<file path="src/rtl/fetch_sequencer.sv">
// Instruction-fetch controller: PC sequencing, a two-entry fetch buffer, redirects and program load.
// Optional halt-on-opcode-F behaviour is enabled by defining FETCH_HALT_EN.
module fetch_sequencer #(
    parameter int unsigned    DEPTH    = 16,
    parameter int unsigned    AW       = 16,
    parameter logic [AW-1:0]  RESET_PC = '0
) (
    input  logic          clk_i,
    input  logic          rst_i,
    input  logic          start_i,
    input  logic          load_en_i,
    input  logic [AW-1:0] load_addr_i,
    input  logic [15:0]   load_data_i,
    output logic          load_ack_o,
    output logic          load_err_o,
    output logic          mem_rd_en_o,
    output logic [AW-1:0] mem_addr_o,
    input  logic [15:0]   mem_rdata_i,
    output logic          mem_wr_en_o,
    output logic [AW-1:0] mem_wr_addr_o,
    output logic [15:0]   mem_wr_data_o,
    output logic          if_valid_o,
    output logic [15:0]   if_instr_o,
    output logic [AW-1:0] if_pc_o,
    input  logic          id_ready_i,
    input  logic          br_taken_i,
    input  logic [AW-1:0] br_target_i,
    output logic          busy_o,
    output logic          halted_o
);

    localparam logic [AW-1:0] PcMask = AW'(DEPTH - 1);

    typedef enum logic [1:0] {StIdle, StRun, StHalt} state_e;

    state_e        state_q, state_d;
    logic [AW-1:0] pc_q, pc_d;
    logic [1:0]    held_q, held_d;
    logic [15:0]   ent_instr_q [2];
    logic [15:0]   ent_instr_d [2];
    logic [AW-1:0] ent_pc_q [2];
    logic [AW-1:0] ent_pc_d [2];
    logic          infl_q, infl_d;
    logic [AW-1:0] infl_pc_q, infl_pc_d;
    logic          wr_en_q, wr_en_d;
    logic [AW-1:0] wr_addr_q, wr_addr_d;
    logic [15:0]   wr_data_q, wr_data_d;
    logic          ack_q, ack_d;
    logic          err_q, err_d;

    logic          run, pop, redirect, halt_now, issue;
    logic [2:0]    occ;
    logic [1:0]    hp;

    assign run      = (state_q == StRun);
    assign pop      = (held_q != 2'd0) && id_ready_i;
    assign redirect = run && br_taken_i;
`ifdef FETCH_HALT_EN
    assign halt_now = run && pop && (ent_instr_q[0][15:12] == 4'hF) && !br_taken_i;
    assign halted_o = (state_q == StHalt);
`else
    assign halt_now = 1'b0;
    assign halted_o = 1'b0;
`endif
    assign occ = {1'b0, held_q} + {2'b00, infl_q} - {2'b00, pop};
    // A pending write holds off reads so a load issued with start lands first.
    assign issue = run && !redirect && !halt_now && !wr_en_q && (occ < 3'd2);

    assign mem_rd_en_o   = issue || redirect;
    assign mem_addr_o    = redirect ? (br_target_i & PcMask) : pc_q;
    assign mem_wr_en_o   = wr_en_q;
    assign mem_wr_addr_o = wr_addr_q;
    assign mem_wr_data_o = wr_data_q;
    assign load_ack_o    = ack_q;
    assign load_err_o    = err_q;
    assign if_valid_o    = (held_q != 2'd0);
    assign if_instr_o    = ent_instr_q[0];
    assign if_pc_o       = ent_pc_q[0];
    assign busy_o        = run;

    always_comb begin
        state_d     = state_q;
        pc_d        = pc_q;
        ent_instr_d = ent_instr_q;
        ent_pc_d    = ent_pc_q;
        infl_d      = 1'b0;
        infl_pc_d   = infl_pc_q;
        wr_en_d     = 1'b0;
        wr_addr_d   = wr_addr_q;
        wr_data_d   = wr_data_q;
        ack_d       = 1'b0;
        err_d       = 1'b0;

        hp = held_q - {1'b0, pop};
        if (pop) begin
            ent_instr_d[0] = ent_instr_q[1];
            ent_pc_d[0]    = ent_pc_q[1];
        end
        if (infl_q) begin
            if (hp == 2'd0) begin
                ent_instr_d[0] = mem_rdata_i;
                ent_pc_d[0]    = infl_pc_q;
            end else begin
                ent_instr_d[1] = mem_rdata_i;
                ent_pc_d[1]    = infl_pc_q;
            end
            hp = hp + 2'd1;
        end
        held_d = hp;

        if (mem_rd_en_o) begin
            infl_d    = 1'b1;
            infl_pc_d = mem_addr_o;
            pc_d      = (mem_addr_o + AW'(1)) & PcMask;
        end
        if (redirect || halt_now) begin
            held_d = 2'd0;
        end

        unique case (state_q)
            StIdle, StHalt: begin
                if (start_i) begin
                    state_d = StRun;
                    pc_d    = RESET_PC & PcMask;
                    held_d  = 2'd0;
                    infl_d  = 1'b0;
                end
            end
            StRun: begin
                if (halt_now) begin
                    state_d = StHalt;
                end
            end
            default: state_d = StIdle;
        endcase

        if (load_en_i) begin
            if (!run && (32'(load_addr_i) < DEPTH)) begin
                wr_en_d   = 1'b1;
                wr_addr_d = load_addr_i;
                wr_data_d = load_data_i;
                ack_d     = 1'b1;
            end else begin
                err_d = 1'b1;
            end
        end
    end

    always_ff @(posedge clk_i) begin
        if (rst_i) begin
            state_q     <= StIdle;
            pc_q        <= RESET_PC & PcMask;
            held_q      <= 2'd0;
            ent_instr_q <= '{default: '0};
            ent_pc_q    <= '{default: '0};
            infl_q      <= 1'b0;
            infl_pc_q   <= '0;
            wr_en_q     <= 1'b0;
            wr_addr_q   <= '0;
            wr_data_q   <= '0;
            ack_q       <= 1'b0;
            err_q       <= 1'b0;
        end else begin
            state_q     <= state_d;
            pc_q        <= pc_d;
            held_q      <= held_d;
            ent_instr_q <= ent_instr_d;
            ent_pc_q    <= ent_pc_d;
            infl_q      <= infl_d;
            infl_pc_q   <= infl_pc_d;
            wr_en_q     <= wr_en_d;
            wr_addr_q   <= wr_addr_d;
            wr_data_q   <= wr_data_d;
            ack_q       <= ack_d;
            err_q       <= err_d;
        end
    end

endmodule
</file>
<file path="config.mk">
export PLATFORM = sky130hd
export DESIGN_NAME = fetch_sequencer
export DESIGN_NICKNAME = d
export VERILOG_FILES = /design/src/rtl/fetch_sequencer.sv
export SDC_FILE = /design/constraint.sdc
export NUM_CORES = 1
export LEC_CHECK = 0
export CAP_MARGIN = 20
export CORE_ASPECT_RATIO = 0.6
export CORE_UTILIZATION = 30
export CTS_CLUSTER_DIAMETER = 200
export DETAILED_ROUTE_END_ITERATION = 8
export SLEW_MARGIN = 25
export SYNTH_ARGS = -nofsm -noshare
export SYNTH_HDL_FRONTEND = slang
export SYNTH_SLANG_ARGS = --single-unit
</file>
<file path="constraint.sdc">
create_clock -name clk_i -period 3.65 [get_ports clk_i]
set_input_delay 0.73 -clock clk_i [delete_from_list [all_inputs] [get_ports clk_i]]
set_output_delay 0.73 -clock clk_i [all_outputs]
set_load 0.005 [all_outputs]
</file>
Yosys cells after proc, flatten, opt, wreduce, memory -nomap -nowiden
Cells that the tools add are included.
- flip-flop bits (word level): 135
- output and inout port bits: 87
- $add $sub $neg: 5
- $lt $le $gt $ge: 2
- equality and inequality tests: 3
- muxes and demuxes: 23
- bitwise operators: 3
- reduce and logical (&&, ||, !) cells: 18
- operators with widths (kind ; number):
    16-bit 2-to-1 mux ; 10
    32-bit 2-to-1 mux ; 2
    16-bit by 5-bit < comparator with 1-bit output, second input constant ; 1
    2-bit 2-to-1 mux ; 5
    1-bit logical AND ; 6
    2-bit AND reduction ; 3
    1-bit 2-to-1 mux ; 5
    4-bit by 1-bit adder with 4-bit output, second input constant ; 1
    2-bit zero test ; 2
    2-bit case mux with 2 select lines ; 1
    2-bit OR reduction ; 2
    2-bit by 1-bit adder with 3-bit output ; 1
    1-bit zero test ; 3
    3-bit by 2-bit < comparator with 1-bit output, second input constant ; 1
    1-bit inverter ; 3
    3-bit by 1-bit subtractor with 3-bit output ; 1
    2-bit by 1-bit adder with 2-bit output, second input constant ; 1
    2-bit by 1-bit equality test with 1-bit output, second input constant ; 1
    2-bit equality test, second input constant ; 1
    2-bit inequality test, second input constant ; 1
    2-bit nonzero test ; 1
    2-bit by 1-bit subtractor with 2-bit output ; 1
    1-bit logical OR ; 1

Depth between registers and ports, before layout
- depth after elaboration: 10
- mapped depth: 13
- depth with buffers taken out: 10

Worst setup path after synthesis
OpenSTA, ideal clock, no wires.
- path kind: input to output
- from: input port id_ready_i
- to: output port mem_rd_en_o
- data arrival time: 2.129 ns
- path slack: 0.791 ns
- cell stages on the path: 8
- buffers on the path: 1
- cells stage by stage: nand2_8 > buf_12 > nor2_1 > fa_1 > xor2_1 > nor3b_4 > o21ai_4 > inv_4
- longest elaborated chain between the ends: 5
- RTL lines (element ; line ; text):
    from (decl) ; 25 ; input logic id_ready_i,
    1-bit logical AND ; 56 ; assign pop = (held_q != 2'd0) && id_ready_i;
    3-bit by 1-bit subtractor with 3-bit output ; 65 ; assign occ = {1'b0, held_q} + {2'b00, infl_q} - {2'b00, pop};
    3-bit by 2-bit < comparator with 1-bit output ; 67 ; assign issue = run && !redirect && !halt_now && !wr_en_q && (occ < 3'd2);
    1-bit logical AND ; 67 ;
    1-bit logical OR ; 69 ; assign mem_rd_en_o = issue || redirect;
    to (decl) ; 16 ; output logic mem_rd_en_o,
Every way passes these cells.

Worst setup path in the final report
Ends and elaborated chain as after synthesis.

==> reports/qor.txt <==
================================================================================
Status                                                              finished clean
First-pass GRT wire length                                              22000 um
Total detailed-routing wirelength                                       13500 um
Number of fill cells                                                        1738
Drt via density                                                             4.43
Number of flops mapped to enable cells by yosys                                0
Number of pins exceeding their max-slew limit in the final report              0
Number of standard-cell rows in the floorplan                                 37
Power per cell area                                                  497 nW/um^2
Final antenna diode count                                                      0
Clock tree root buffer cell                                         sky130_fd_sc_hd__clkbuf_16
Total number of yosys warnings                                                 0
# setup viols final                                                            0
Asr flop ratio synth                                                           0
Number of antenna violations at the first check in global routing              0
Final Util                                                                 0.431
Final critical-path share of the clock period                              0.954
Maximum number of pins on one net before global-route repair                  70
Setup repair after global routing missed its margin                        false
Clock-pin slew on the worst setup and hold paths                         0.06 ns
Relative slew slack                                                        0.496
DIE WIDTH                                                                 176 um
Area of the die                                                      18600 sq um
GR Overflow Total                                                              0
Syn avg cell area                                                     8.83 sq um
Post-CTS setup buffer count                                                    0
Antenna-violating nets left                                                    0
Number of global-route vias before repair                                   4014
Path type of the worst setup path                                   primary input to output pin
Crit path time final                                                     3.48 ns
Length of the first detailed-routing pass in iterations                        7
Setup TNS after final layout                                                0 ns
Die outline height                                                        106 um
Detailed placement HPWL                                                  9430 um
Routed length per instance                                               13.9 um
Count of nets after finishing                                                793
Post-layout total power                                                  3.73 mW
Top fanout value on the critical path                                          2
Buffers added on ports                                                       143
Post-Syn Nets                                                                688
Number of flip-flops and latches in the synthesized netlist                  134
Post-synthesis cell type count                                                39
Post-synth top flop                                                 sky130_fd_sc_hd__dfxtp_1
Total routing resource utilization after global routing                    0.153
Total DRC errors in the routed layout                                          0
CP endpoint kind                                                      output pin
Highest-count cells in the layout ignoring fill and taps            sky130_fd_sc_hd__clkdlybuf4s50_1 (141), sky130_fd_sc_hd__dfxtp_1 (134), sky130_fd_sc_hd__nand2_1 (129)
Peak supply drop                                                          305 uV
CTS tree                                                                   built
Synthesized area                                                      5420 sq um
Final setup skew                                                      0.00889 ns
Core Area                                                            17400 sq um
Count of clock tree sinks                                                    134
Starting utilization of the core area                                      0.311
Detailed Route Iter0 Violations                                              228
Data required time of the critical path                                  2.92 ns
Max Clk Rate                                                           0.287 GHz
Startpoint type of the worst setup path                             primary input
Fraction of layout instances using a drive strength above 1               0.0847
Cell count after synthesis                                                   614
Clk_lat worst skew                                                       0.40 ns
Final weighted congestion of routability-driven global placement           0.746
Number of levels in the clock H-tree                                           4
Number of buffers added by the clock tree synthesis step                      17
Synthesis-to-layout area growth                                            38.5%
Maximum count of clock buffers along a single path                             2
Arr. time, crit path                                                     2.75 ns
Max_cap viols                                                                  0
Count of pins on the block boundary                                          157
Hold Path Class                                                     register to register
Transition time of the tightest slew-check pin                          0.755 ns
Number of vias in the routed layout                                         4279
Most common cell after layout, fill and taps aside                  sky130_fd_sc_hd__clkdlybuf4s50_1
Sequential fraction of the synthesis area                                  0.495
Number of failing hold endpoints at the final stage                            0
Standby leakage power                                                    2.92 nW
================================================================================
==> synth_stat cells, drive strengths merged (5+ instances only) <==
| master | count | area, sq um |
|---|---|---|
| nand2 | 132 | 514 |
| dfxtp | 134 | 2680 |
| xor2 | 5 | 43.8 |
| a21oi | 72 | 364 |
| and2 | 36 | 225 |
| clkbuf | 24 | 91.3 |
| a211oi | 32 | 240 |
| mux2i | 33 | 330 |
| nand3 | 14 | 70.1 |
| inv | 6 | 25.0 |
| nor2 | 48 | 183 |
| buf | 50 | 397 |
==> sequential cells by signal (all words and copies together), names as in the netlist, 16 cells and up <==
register / flops
mem_wr_data_o: 16
if_pc_o: 16
mem_wr_addr_o: 16
infl_pc_q: 16
if_instr_o: 16
pc_q: 16
ent_instr_q: 16
ent_pc_q: 16
==> layer usage <==
metal	up-vias	routed length [um]	track usage
li1	2220	-	-
met1	1908	7470	0.237
met2	138	4840	0.187
met3	13	1030	0.0497
met4	0	130	0.0540
met5	-	0	0
==> power by group <==
| part | switching, mW | internal (mW) | total, mW |
|---|---|---|---|
| Clock | 0.637 | 1.24 | 1.87 |
| Sequential | 0.0237 | 1.50 | 1.52 |
| Combinational | 0.157 | 0.177 | 0.334 |
==> cell families (layout without fill, tap and decap cells) <==
logic type	Yosys count	in the layout	synth area share
AO/OA/AOI/OAI	107	107	0.118
multiplexers	36	36	0.0672
buffers and inverters	80	198	0.0947
XOR/XNOR	6	6	0.00970
other	1	1	0.000692
flip-flops	134	134	0.495
AND/OR/NAND/NOR	246	246	0.205
adder cells (fa/ha/maj)	4	4	0.0106
==> final timing paths <==
path / startpoint / to / slack, ns / cells past startpoint
setup / recovery: id_ready_i / mem_rd_en_o / 0.17 / 9
hold / removal: mem_wr_data_o[1] / mem_wr_data_o[1] / 0.45 / 2
setup reg to reg: held_q[1] / if_instr_o[6] / 0.83 / 11
hold reg to reg: mem_wr_data_o[1] / mem_wr_data_o[1] / 0.45 / 2
==> critical path: stages <==
cell and delay (ns):
sky130_fd_sc_hd__dlygate4sd2_1 0.25, sky130_fd_sc_hd__xor2_1 0.15, sky130_fd_sc_hd__nand2_1 0.10, sky130_fd_sc_hd__fa_2 0.38, sky130_fd_sc_hd__xor2_2 0.19, sky130_fd_sc_hd__nor3b_4 0.29, sky130_fd_sc_hd__o21ai_4 0.09, sky130_fd_sc_hd__inv_4 0.06
sky130_fd_sc_hd__clkdlybuf4s50_1 0.49
==> through the flow <==
stage	instance area, sq um	hold WS (ns)	cells	setup slack (ns)
6_report	7500	0.450	966	0.168
5_1_grt	7500	0.466	966	0.0535
4_1_cts	7500	0.450	966	0.148
3_5_place_dp	6850	0.442	934	-0.0428
3_3_place_gp	6850	0.439	934	-0.0534
2_1_floorplan	5420	0.436	614	0.791
==> what timing repair did <==
action,in CTS,in global routing
hold buffers,0,0
gates resized for setup,3,0
endpoints found under the setup margin,1,0
==> final cells by class <==
cell class | instances | area [sq um] | area share
flip-flops and latches | 134 | 2680 | 0.357
multi-input cells | 400 | 2240 | 0.298
repair buffers | 160 | 1620 | 0.216
clock buffers | 21 | 450 | 0.0600
well taps | 234 | 293 | 0.0390
clock inverters | 11 | 198 | 0.0263
inverters | 6 | 25.0 | 0.00333
Power figures use the tool's default switching activity.
